--- src/rtl/mx_pkg.sv ---
// mx_pkg: shared state encoding, default sizes and select-validity helper for mxn_pipe.
package mx_pkg;
  typedef enum logic [1:0] {ST_EMPTY, ST_ONE, ST_FULL} state_t;
  localparam int DEF_WIDTH = 64;
  localparam int DEF_NCH = 4;
  function automatic logic sel_ok(input int unsigned sel, input int unsigned nch);
    return sel < nch;
  endfunction
endpackage

--- src/rtl/mxn_comb.sv ---
// mxn_comb: combinational NCH:1 WIDTH-bit mux, zero on out-of-range select.
module mxn_comb #(
  parameter int WIDTH = 64,
  parameter int NCH = 4,
  parameter int SELW = $clog2(NCH)
) (
  input  logic [SELW-1:0]      sel,
  input  logic [NCH*WIDTH-1:0] data,
  output logic [WIDTH-1:0]     y
);
  always_comb begin
    y = '0;
    for (int k = 0; k < NCH; k++)
      if (sel == SELW'(k)) y = data[k*WIDTH +: WIDTH];
  end
endmodule

--- src/rtl/mxn_pipe.sv ---
// mxn_pipe: registered NCH:1 operand mux with valid/ready handshake and a two-entry skid buffer.
module mxn_pipe
  import mx_pkg::*;
#(
  parameter int WIDTH = DEF_WIDTH,
  parameter int NCH = DEF_NCH,
  localparam int SELW = $clog2(NCH)
) (
  input  logic                 clk,
  input  logic                 reset,
  input  logic                 in_valid,
  output logic                 in_ready,
  input  logic [SELW-1:0]      in_sel,
  input  logic [NCH*WIDTH-1:0] in_data,
  output logic                 out_valid,
  input  logic                 out_ready,
  output logic [WIDTH-1:0]     out_data,
  output logic [SELW-1:0]      out_sel,
  output logic                 err_sel,
  input  logic                 clear_err
);
  state_t state, nxt;
  logic [WIDTH-1:0] cap_data, skid_data;
  logic [SELW-1:0] skid_sel;
  logic accept, emit;
  mxn_comb #(.WIDTH(WIDTH), .NCH(NCH), .SELW(SELW)) u_mux (
    .sel(in_sel),
    .data(in_data),
    .y(cap_data)
  );
  // in_ready is registered low in FULL, so accept can never fire there
  assign accept = in_valid && in_ready;
  assign emit = out_valid && out_ready;
  always_comb begin
    nxt = state == ST_EMPTY ? (accept ? ST_ONE : ST_EMPTY) :
          state == ST_ONE   ? (accept && !emit ? ST_FULL : !accept && emit ? ST_EMPTY : ST_ONE) :
                              (emit ? ST_ONE : ST_FULL);
  end
  always_ff @(posedge clk) begin
    if (reset) begin
      state <= ST_EMPTY;
      out_valid <= 1'b0;
      in_ready <= 1'b1;
      out_data <= '0;
      out_sel <= '0;
      skid_data <= '0;
      skid_sel <= '0;
      err_sel <= 1'b0;
    end else begin
      state <= nxt;
      out_valid <= nxt != ST_EMPTY;
      in_ready <= nxt != ST_FULL;
      if (state == ST_FULL) begin
        if (emit) begin
          out_data <= skid_data;
          out_sel <= skid_sel;
        end
      end else if (accept && (state == ST_EMPTY || emit)) begin
        out_data <= cap_data;
        out_sel <= in_sel;
      end else if (accept) begin
        skid_data <= cap_data;
        skid_sel <= in_sel;
      end
      if (clear_err) err_sel <= 1'b0;
      else if (accept && !sel_ok(32'(in_sel), NCH)) err_sel <= 1'b1;
    end
  end
endmodule
--- config.mk ---
export PLATFORM = sky130hd
export DESIGN_NAME = mxn_pipe
export DESIGN_NICKNAME = d
export VERILOG_FILES = /design/src/rtl/mx_pkg.sv /design/src/rtl/mxn_comb.sv /design/src/rtl/mxn_pipe.sv
export SDC_FILE = /design/constraint.sdc
export NUM_CORES = 1
export LEC_CHECK = 0
export CAP_MARGIN = 10
export CORE_MARGIN = 3
export CORE_UTILIZATION = 35
export DETAILED_ROUTE_END_ITERATION = 16
export PLACE_DENSITY_LB_ADDON = 0.3
export SLEW_MARGIN = 20
export SYNTH_ARGS = -nofsm -noshare
export SYNTH_HDL_FRONTEND = slang
export SYNTH_HIERARCHICAL = 1
export SYNTH_SLANG_ARGS = --single-unit
--- constraint.sdc ---
create_clock -name clk -period 1.6 [get_ports clk]
set_clock_uncertainty 0.15 [all_clocks]
set_input_delay 0.16 -clock clk [delete_from_list [all_inputs] [get_ports clk]]
set_output_delay 0.16 -clock clk [all_outputs]
set_load 0.02 [all_outputs]
==> flow_summary.yaml, run 1 <==
outcome:
  status: "finished, violations left"
  violations: "setup timing"
setup_path:
  crit_path_end_kind: "flip-flop"
  crit_arrival_ns: 1.85
  r2r_slack_ns: -0.07
  worst-path-max-fanout: 15
  slowest_stage: "or3_4"
  cpPeakStageDelay_ns: 0.46
  start_kind: "flip-flop"
  path_class: "reg -> reg"
  critPathRequiredTime_ns: 1.78
  crit_chain: "and4bb_4, or3_4, clkbuf_16, a211oi_2"
yosys:
  synth_top_area_share_pct: 35.8
  synth_cell_types: 32
  yosysSeqAreaShare_pct: 35.8
  ys_top_cells_by_area: "dfxtp_1 36%, mux4_2 18%, mux2i_1 8.8%"
  netlist_area_um2: 7610
  ys_warn_count: 6
  synth-seq-cells: 136
  yosysTopAreaCell: "dfxtp_1"
  synth_cells: 712
  syn_avg_cell_area_um2: 10.7
  synth_nets: 975
final_layout:
  seqCellArea_um2: 2730
  fill_cells: 1866
  antenna_cells: 0
  mostFrequentLayoutCells: "258 x clkdlybuf4s50_1, 133 x dfxtp_1, 68 x a21oi_1, 67 x mux2i_1"
  final_common_cell: "clkdlybuf4s50_1"
  drive_gt1_share_pct: 21.8
  utilization_pct: 57.3
  syn_to_final_growth_pct: 59.7
  layout.nets: 1277
  multi_input_area_um2: 4550
global_routing:
  grt_pass1_vias: 7484
  antenna_found_initial: 0
  grt_pass1_wl_um: 40500
  grt_use_total_pct: 21.2
  gr-total-overflow: 0
  grt_max_degree: 68
die:
  dieWidth_um: 153
  ioPinCount: 332
  num_rows: 53
  fp.dieH_um: 153
  dieArea_um2: 23600
  core_area_um2: 21200
  start_util_pct: 35.9
drt:
  drt_first_pass_iters: 5
  routed_via_density: 5.61
  initialDrtViolationCount: 406
  routed_wl_um: 26200
  wl_per_cell_um: 20.1
  ant_nets: 0
  drc_errors: 0
  via_count: 7300
sta:
  fin_crit_ns: 1.67
  setup_viol: 66
  maxSlewViolCount: 0
  period_share_pct: 105
  finalHoldViolCount: 0
  fin_ws_ns: -0.0739
  rsz0062_at_grt: "true"
  fmax_mhz: 597
place:
  dp_slack_ns: -0.382
  io_buffer_count: 329
  place.gp.congestion: 0.772
  hpwl_um: 18600
pwr:
  ir_drop_uv: 680
  leakage_uw: 0.00479
  finalPower_uw: 11600
  power_density_nw_per_um2: 953
cts:
  clkLatencyLatePin_ns: 0.41
  numClockSinks: 136
  htree_levels: 4
  cts_tree: "done"
  clk_pin_slew_worst_paths_ns: 0.06
  clockBufferDepth: 2
  cts_setup_buffers: 0
  clockRootBuffer: "clkbuf_16"
  cts_buffers: 17
hold_path:
  hp-class: "in -> reg"
run:
  maxCapViolations: 0
where the power goes:
| part | internal (uW) | switching (uW) |
|---|---|---|
| clock network | 2500 | 1440 |
| registers | 3730 | 204 |
| logic | 1920 | 1800 |
layer usage:
layer,wire length (um),vias up,global-route usage (%)
li1,-,3424,-
met2,13700,273,37.8
met3,1820,20,5.63
met4,237,0,4.79
met1,10400,3583,25.7
met5,0,-,0
registers in the layout, indices dropped and copies added (netlist names):
name / cells
in_ready: 1
out_data: 64
out_sel: 2
out_valid: 1
skid_data: 64
skid_sel: 2
state: 2
cell usage after synthesis, drive strengths merged:
library cell / count
dfxtp: 136
a21oi: 68
a211oi: 67
mux2i: 67
nand3: 66
nor4: 66
o21ai: 66
mux4: 64
clkbuf: 61
buf: 36
a211o: 1
a21bo: 1
a21boi: 1
a22oi: 1
and2: 1
and4: 1
and4b: 1
and4bb: 1
conb: 1
nand2: 1
nand2b: 1
nand3b: 1
nor2: 1
o32ai: 1
or3: 1
path summary, 6_finish.rpt:
kind                                    start            end  depth (start not counted)
worst min register to register  skid_data[46]  skid_data[46]                          2
worst min-delay path                in_sel[1]    skid_sel[1]                          4
worst max-delay path                 state[0]   out_data[22]                          4
worst max register to register       state[0]   out_data[22]                          4
timing repair:
action / in CTS / in global routing
pin swaps: 1 / 0
setup endpoints to repair: 133 / 68
hold buffers: 1 / 0
endpoints found under the hold margin: 9 / 0
resized for setup: 89 / 14
gates cloned: 1 / 1
area by class of cell:
class / count / share of cell area, %
Sequential cell: 136 / 22.5
Clock inverter: 7 / 0.731
Tap cell: 275 / 2.83
Timing Repair Buffer: 380 / 32.4
Multi-Input combinational cell: 479 / 37.4
Clock buffer: 24 / 4.14
cell families after synthesis:
logic type	count (synthesis)	synth area share, %
mux	131	27.9
other cells	1	0.0493
compound gates	206	18.6
flops	136	35.8
buf+inv	97	7.03
simple gates	141	10.6
critical path, delay by kind of cell (launching register included):
| family | cells | cell delay [ns] |
|---|---|---|
| simple gates | 2 | 0.70 |
| compound gates | 1 | 0.19 |
| flops | 1 | 0.33 |
| buf+inv | 1 | 0.23 |
stage by stage:
| step | TNS [ns] | area, um2 | cells | hold slack, ns |
|---|---|---|---|---|
| 4_1_cts | -1.62 | 12100 | 1300 | 0.0982 |
| 2_1_floorplan | -3.85 | 7670 | 712 | 0.110 |
| 3_3_place_gp | -26.65 | 11400 | 1267 | 0.309 |
| 6_report | -2.75 | 12200 | 1301 | 0.103 |
| 3_5_place_dp | -29.12 | 11400 | 1267 | 0.315 |
| 5_1_grt | -6.17 | 12200 | 1301 | 0.122 |
Note: power is estimated with default switching activity, not from simulation.
==> run 2, diff against run 1 <==
--- a/config.mk
+++ b/config.mk
@@ -5,9 +5,10 @@
 export SDC_FILE = /design/constraint.sdc
 export NUM_CORES = 1
 export LEC_CHECK = 0
+export ABC_CLOCK_PERIOD_IN_PS = 1600
 export CAP_MARGIN = 10
 export CORE_MARGIN = 3
-export CORE_UTILIZATION = 35
+export CORE_UTILIZATION = 39
 export DETAILED_ROUTE_END_ITERATION = 16
 export PLACE_DENSITY_LB_ADDON = 0.3
 export SLEW_MARGIN = 20
==> flow_summary.yaml, run 2 (same netlist as run 1, synthesis figures left out) <==
outcome:
  status: "finished, violations left"
  violations: "setup timing"
setup_path:
  critPathRequiredTime_ns: 1.78
  crit_start: "out_valid"
  r2r-start: "out_valid"
  crit_path_end_kind: "flip-flop"
  path_class: "reg -> reg"
  start_kind: "flip-flop"
  worst-path-max-fanout: 31
  crit_arrival_ns: 1.82
place:
  io_buffer_count: 329
  hpwl_um: 18100
  place.gp.congestion: 0.770
  postPlaceCellArea_um2: 11500
  dp_slack_ns: -0.426
sta:
  setup_viol: 32
  fmax_mhz: 611
  fin_crit_ns: 1.64
  setup-tns-final_ns: -0.364
  whs_ns: 0.0767
  rsz0062_at_grt: "true"
  period_share_pct: 102
  fin_ws_ns: -0.0373
  maxSlewViolCount: 0
  finalHoldViolCount: 0
die:
  dieWidth_um: 146
  start_util_pct: 40.2
  dieArea_um2: 21200
  num_rows: 50
  fp.dieH_um: 146
  core_area_um2: 19000
  ioPinCount: 332
drt:
  routed_via_density: 5.69
  routed_wl_um: 24900
  initialDrtViolationCount: 440
  drt_first_pass_iters: 5
  via_count: 7334
  drc_errors: 0
  ant_nets: 0
  wl_per_cell_um: 19.3
final_layout:
  antenna_cells: 0
  fill_cells: 1561
  utilization_pct: 63.9
  layout.nets: 1279
  drive_gt1_share_pct: 21.4
  syn_to_final_growth_pct: 59.0
  top_regs: "out_data (64), skid_data (64)"
  mostFrequentLayoutCells: "258 x clkdlybuf4s50_1, 132 x dfxtp_1, 68 x a21oi_1, 67 x mux2i_1, 67 x dlygate4sd2_1"
  final_common_cell: "clkdlybuf4s50_1"
  fin_area_um2: 12100
global_routing:
  antenna_found_initial: 0
  grt_max_degree: 65
  grt_pass1_wl_um: 39400
  gr-total-overflow: 0
  grt_pass1_vias: 7539
  grt_use_total_pct: 23.0
run:
  maxCapViolations: 0
cts:
  clockRootBuffer: "clkbuf_16"
  clockBufferDepth: 2
  clk_pin_slew_worst_paths_ns: 0.06
  htree_levels: 4
  clkLatencyLatePin_ns: 0.42
  numClockSinks: 136
  cts_buffers: 17
  cts_tree: "done"
hold_path:
  hold_path.startpoint: "in_sel[1]"
  hp-class: "in -> reg"
pwr:
  power_density_nw_per_um2: 934
  ir_drop_uv: 814
  leakage_uw: 0.00478
==> run 2: changes by cell type in the layout (fill, tap and decap cells not counted), sizes merged <==
| cell | change |
|---|---|
| buf | +3 |
| bufinv | -1 |
| clkbuf | -1 |
| clkinv | +1 |
| dlygate4sd2 | +1 |
==> run 2: stage by stage <==
| stage | total power (uW) | std cells |
|---|---|---|
| 4_1_cts | 11400 | 1289 |
| 3_5_place_dp | 7710 | 1256 |
| 6_report | 11300 | 1289 |
| 5_1_grt | 11800 | 1289 |
| 3_3_place_gp | 7660 | 1256 |
| 2_1_floorplan | 5950 | 712 |
==> run 2: layout make-up <==
cell class / count / area (um2) / area share [%]
flip-flops and latches: 136 / 2730 / 22.6
well taps: 260 / 325 / 2.69
repair buffers: 382 / 3960 / 32.7
clock buffers: 25 / 507 / 4.19
multi-input cells: 479 / 4520 / 37.3
clock inverters: 7 / 63.8 / 0.527
==> run 2: power by group <==
part	switching [uW]	internal, uW
clock	1400	2340
sequential	186	3730
combinational	1760	1880
total	3350	7950
==> run 2: metal layers <==
metal / share of wire [%] / GRT usage, %
met5: 0 / 0
met4: 1.0 / 4.32
met3: 7.9 / 8.32
met2: 51 / 39.7
met1: 40 / 27.8
==> run 2: final timing paths <==
kind	cells after the start	endpoint	slack (ns)
setup reg to reg	4	out_data[24]	-0.04
setup / recovery	4	out_data[24]	-0.04
hold reg to reg	2	skid_data[10]	0.32
hold / removal	4	skid_sel[1]	0.08
==> run 2: what timing repair did <==
action / CTS / global route
setup buffers: 0 / 0
hold endpoints to repair: 10 / 0
gates resized for setup: 85 / 9
hold buffers: 1 / 0
endpoints found under the setup margin: 118 / 67
==> run 2: critical path, stage by stage (launching register included) <==
cell and delay (ns):
dfxtp_4 0.35, and4b_2 0.25, or3_4 0.38, buf_12 0.21, a211oi_2 0.21
==> run 3, diff against run 2 <==
--- a/config.mk
+++ b/config.mk
@@ -7,6 +7,7 @@
 export LEC_CHECK = 0
 export ABC_CLOCK_PERIOD_IN_PS = 1600
 export CAP_MARGIN = 10
+export CORE_ASPECT_RATIO = 1.1
 export CORE_MARGIN = 3
 export CORE_UTILIZATION = 39
 export DETAILED_ROUTE_END_ITERATION = 16
==> flow_summary.yaml, run 3 (same netlist as run 1, synthesis figures left out) <==
outcome:
  status: "finished, violations left"
  violations: "setup timing"
pwr:
  p_sw_share_pct: 30.0
  leakage_uw: 0.00481
  power_density_nw_per_um2: 943
  switchingPower_uw: 3450
  pwr-share-clk_pct: 32.8
  pwr-share-seq_pct: 34.2
  ir_drop_uv: 794
  pwr-share-comb_pct: 33.1
  p_int_uw: 8040
place:
  io_buffer_count: 329
  hpwl_um: 18300
  postPlaceCellArea_um2: 11300
  place.gp.congestion: 0.761
cts:
  cts_buffers: 17
  clockBufferDepth: 2
  numClockSinks: 136
  htree_levels: 4
  clk_pin_slew_worst_paths_ns: 0.06
  cts_tree: "done"
  clockRootBuffer: "clkbuf_16"
  clkLatencyLatePin_ns: 0.41
  ctsHoldBuffers: 0
drt:
  routed_wl_um: 26300
  drt_first_pass_iters: 5
  drc_errors: 0
  routed_via_density: 5.81
  ant_nets: 0
  via_count: 7400
  initialDrtViolationCount: 486
  wl_per_cell_um: 20.7
final_layout:
  top_regs: "out_data (64), skid_data (64)"
  mostFrequentLayoutCells: "258 x clkdlybuf4s50_1, 132 x dfxtp_1, 68 x a21oi_1, 67 x dlygate4sd2_1"
  fin_area_um2: 12200
  multi_input_area_um2: 4600
  antenna_cells: 0
  drive_gt1_share_pct: 22.9
  final_common_cell: "clkdlybuf4s50_1"
  syn_to_final_growth_pct: 60.1
  fill_cells: 1508
  layout.nets: 1282
  utilization_pct: 64.8
  seqCellArea_um2: 2730
setup_path:
  start_kind: "flip-flop"
  r2r_slack_ns: -0.14
  critPathRequiredTime_ns: 1.78
  rr_worst_depth: 4
  path_class: "reg -> reg"
  r2r-start: "state[0]"
  crit_path_end_kind: "flip-flop"
  reg2reg_to: "out_data[52]"
  worst-path-max-fanout: 8
  crit_arrival_ns: 1.92
die:
  start_util_pct: 40.5
  ioPinCount: 332
  fp.dieH_um: 153
  dieArea_um2: 21200
  num_rows: 52
  core_area_um2: 18800
  dieWidth_um: 139
sta:
  finalHoldViolCount: 0
  rsz0062_at_grt: "true"
  whs_ns: 0.0147
  fin_crit_ns: 1.74
  fmax_mhz: 576
  fin_ws_ns: -0.137
  setup_viol: 66
  maxSlewViolCount: 0
  period_share_pct: 109
hold_path:
  min_to: "skid_data[57]"
  holdPathStages: 2
  hold_path.startpoint: "reset"
  hp-class: "in -> reg"
global_routing:
  grt_use_total_pct: 23.1
  grt_pass1_wl_um: 40100
  antenna_found_initial: 0
  grt_max_degree: 44
  grt_pass1_vias: 7510
  gr-total-overflow: 0
run:
  maxCapViolations: 0
## run 3: critical path, cell delays in order, from the launching register on
cell,delay [ns]
dfxtp_2,0.33
and4bb_2,0.28
or3_4,0.48
clkbuf_16,0.22
a211oi_2,0.20
## run 3: stage by stage
step                      setup slack, ns  TNS, ns  std cells  power, uW
after floorplan                   -0.0929    -3.85        712       5950
after global placement             -0.328   -25.56       1236       7590
after detailed placement           -0.421   -31.30       1236       7640
after CTS                         -0.0990    -3.26       1268      11300
after global routing               -0.166    -8.32       1274      11900
final                              -0.137    -5.21       1274      11500
## run 3: worst max-delay path by stage
stage / startpoint / cells past startpoint / to / slack, ns
2_1_floorplan: out_valid / 6 / out_data[10] / -0.09
3_3_place_gp: in_valid / 5 / out_data[54] / -0.33
3_5_place_dp: out_ready / 5 / out_data[52] / -0.42
4_1_cts: state[0] / 4 / out_data[50] / -0.1
5_1_grt: state[0] / 5 / out_data[0] / -0.17
6_report: state[0] / 4 / out_data[52] / -0.14
## run 3: layout make-up
type	count	share of cell area, %
tap	243	2.49
clock buffer	22	3.81
clock inverter	9	0.811
timing repair buffer	384	32.7
multi-input combinational	480	37.8
sequential	136	22.4
## run 3: what timing repair did
action / 4_1_cts / 5_1_grt
buffers inserted: 1 / 0
resized for setup: 82 / 36
setup endpoints to repair: 134 / 69
gates cloned: 0 / 6
pin swaps: 0 / 2
## run 3: metal layers
layer	up-vias	routed length [um]	track usage, %
met5	-	0	0
met4	0	655	8.43
met3	47	1760	5.24
met2	321	13500	40.3
met1	3596	10500	27.7
li1	3436	-	-
## run 3: power groups by stage
stage	clock network, uW	logic [uW]	registers, uW
floorplan	0	1690	4260
global placement	0	3600	3990
detailed placement	0	3650	3990
CTS	3800	3550	3920
global route	3930	4060	3960
finish	3760	3800	3930
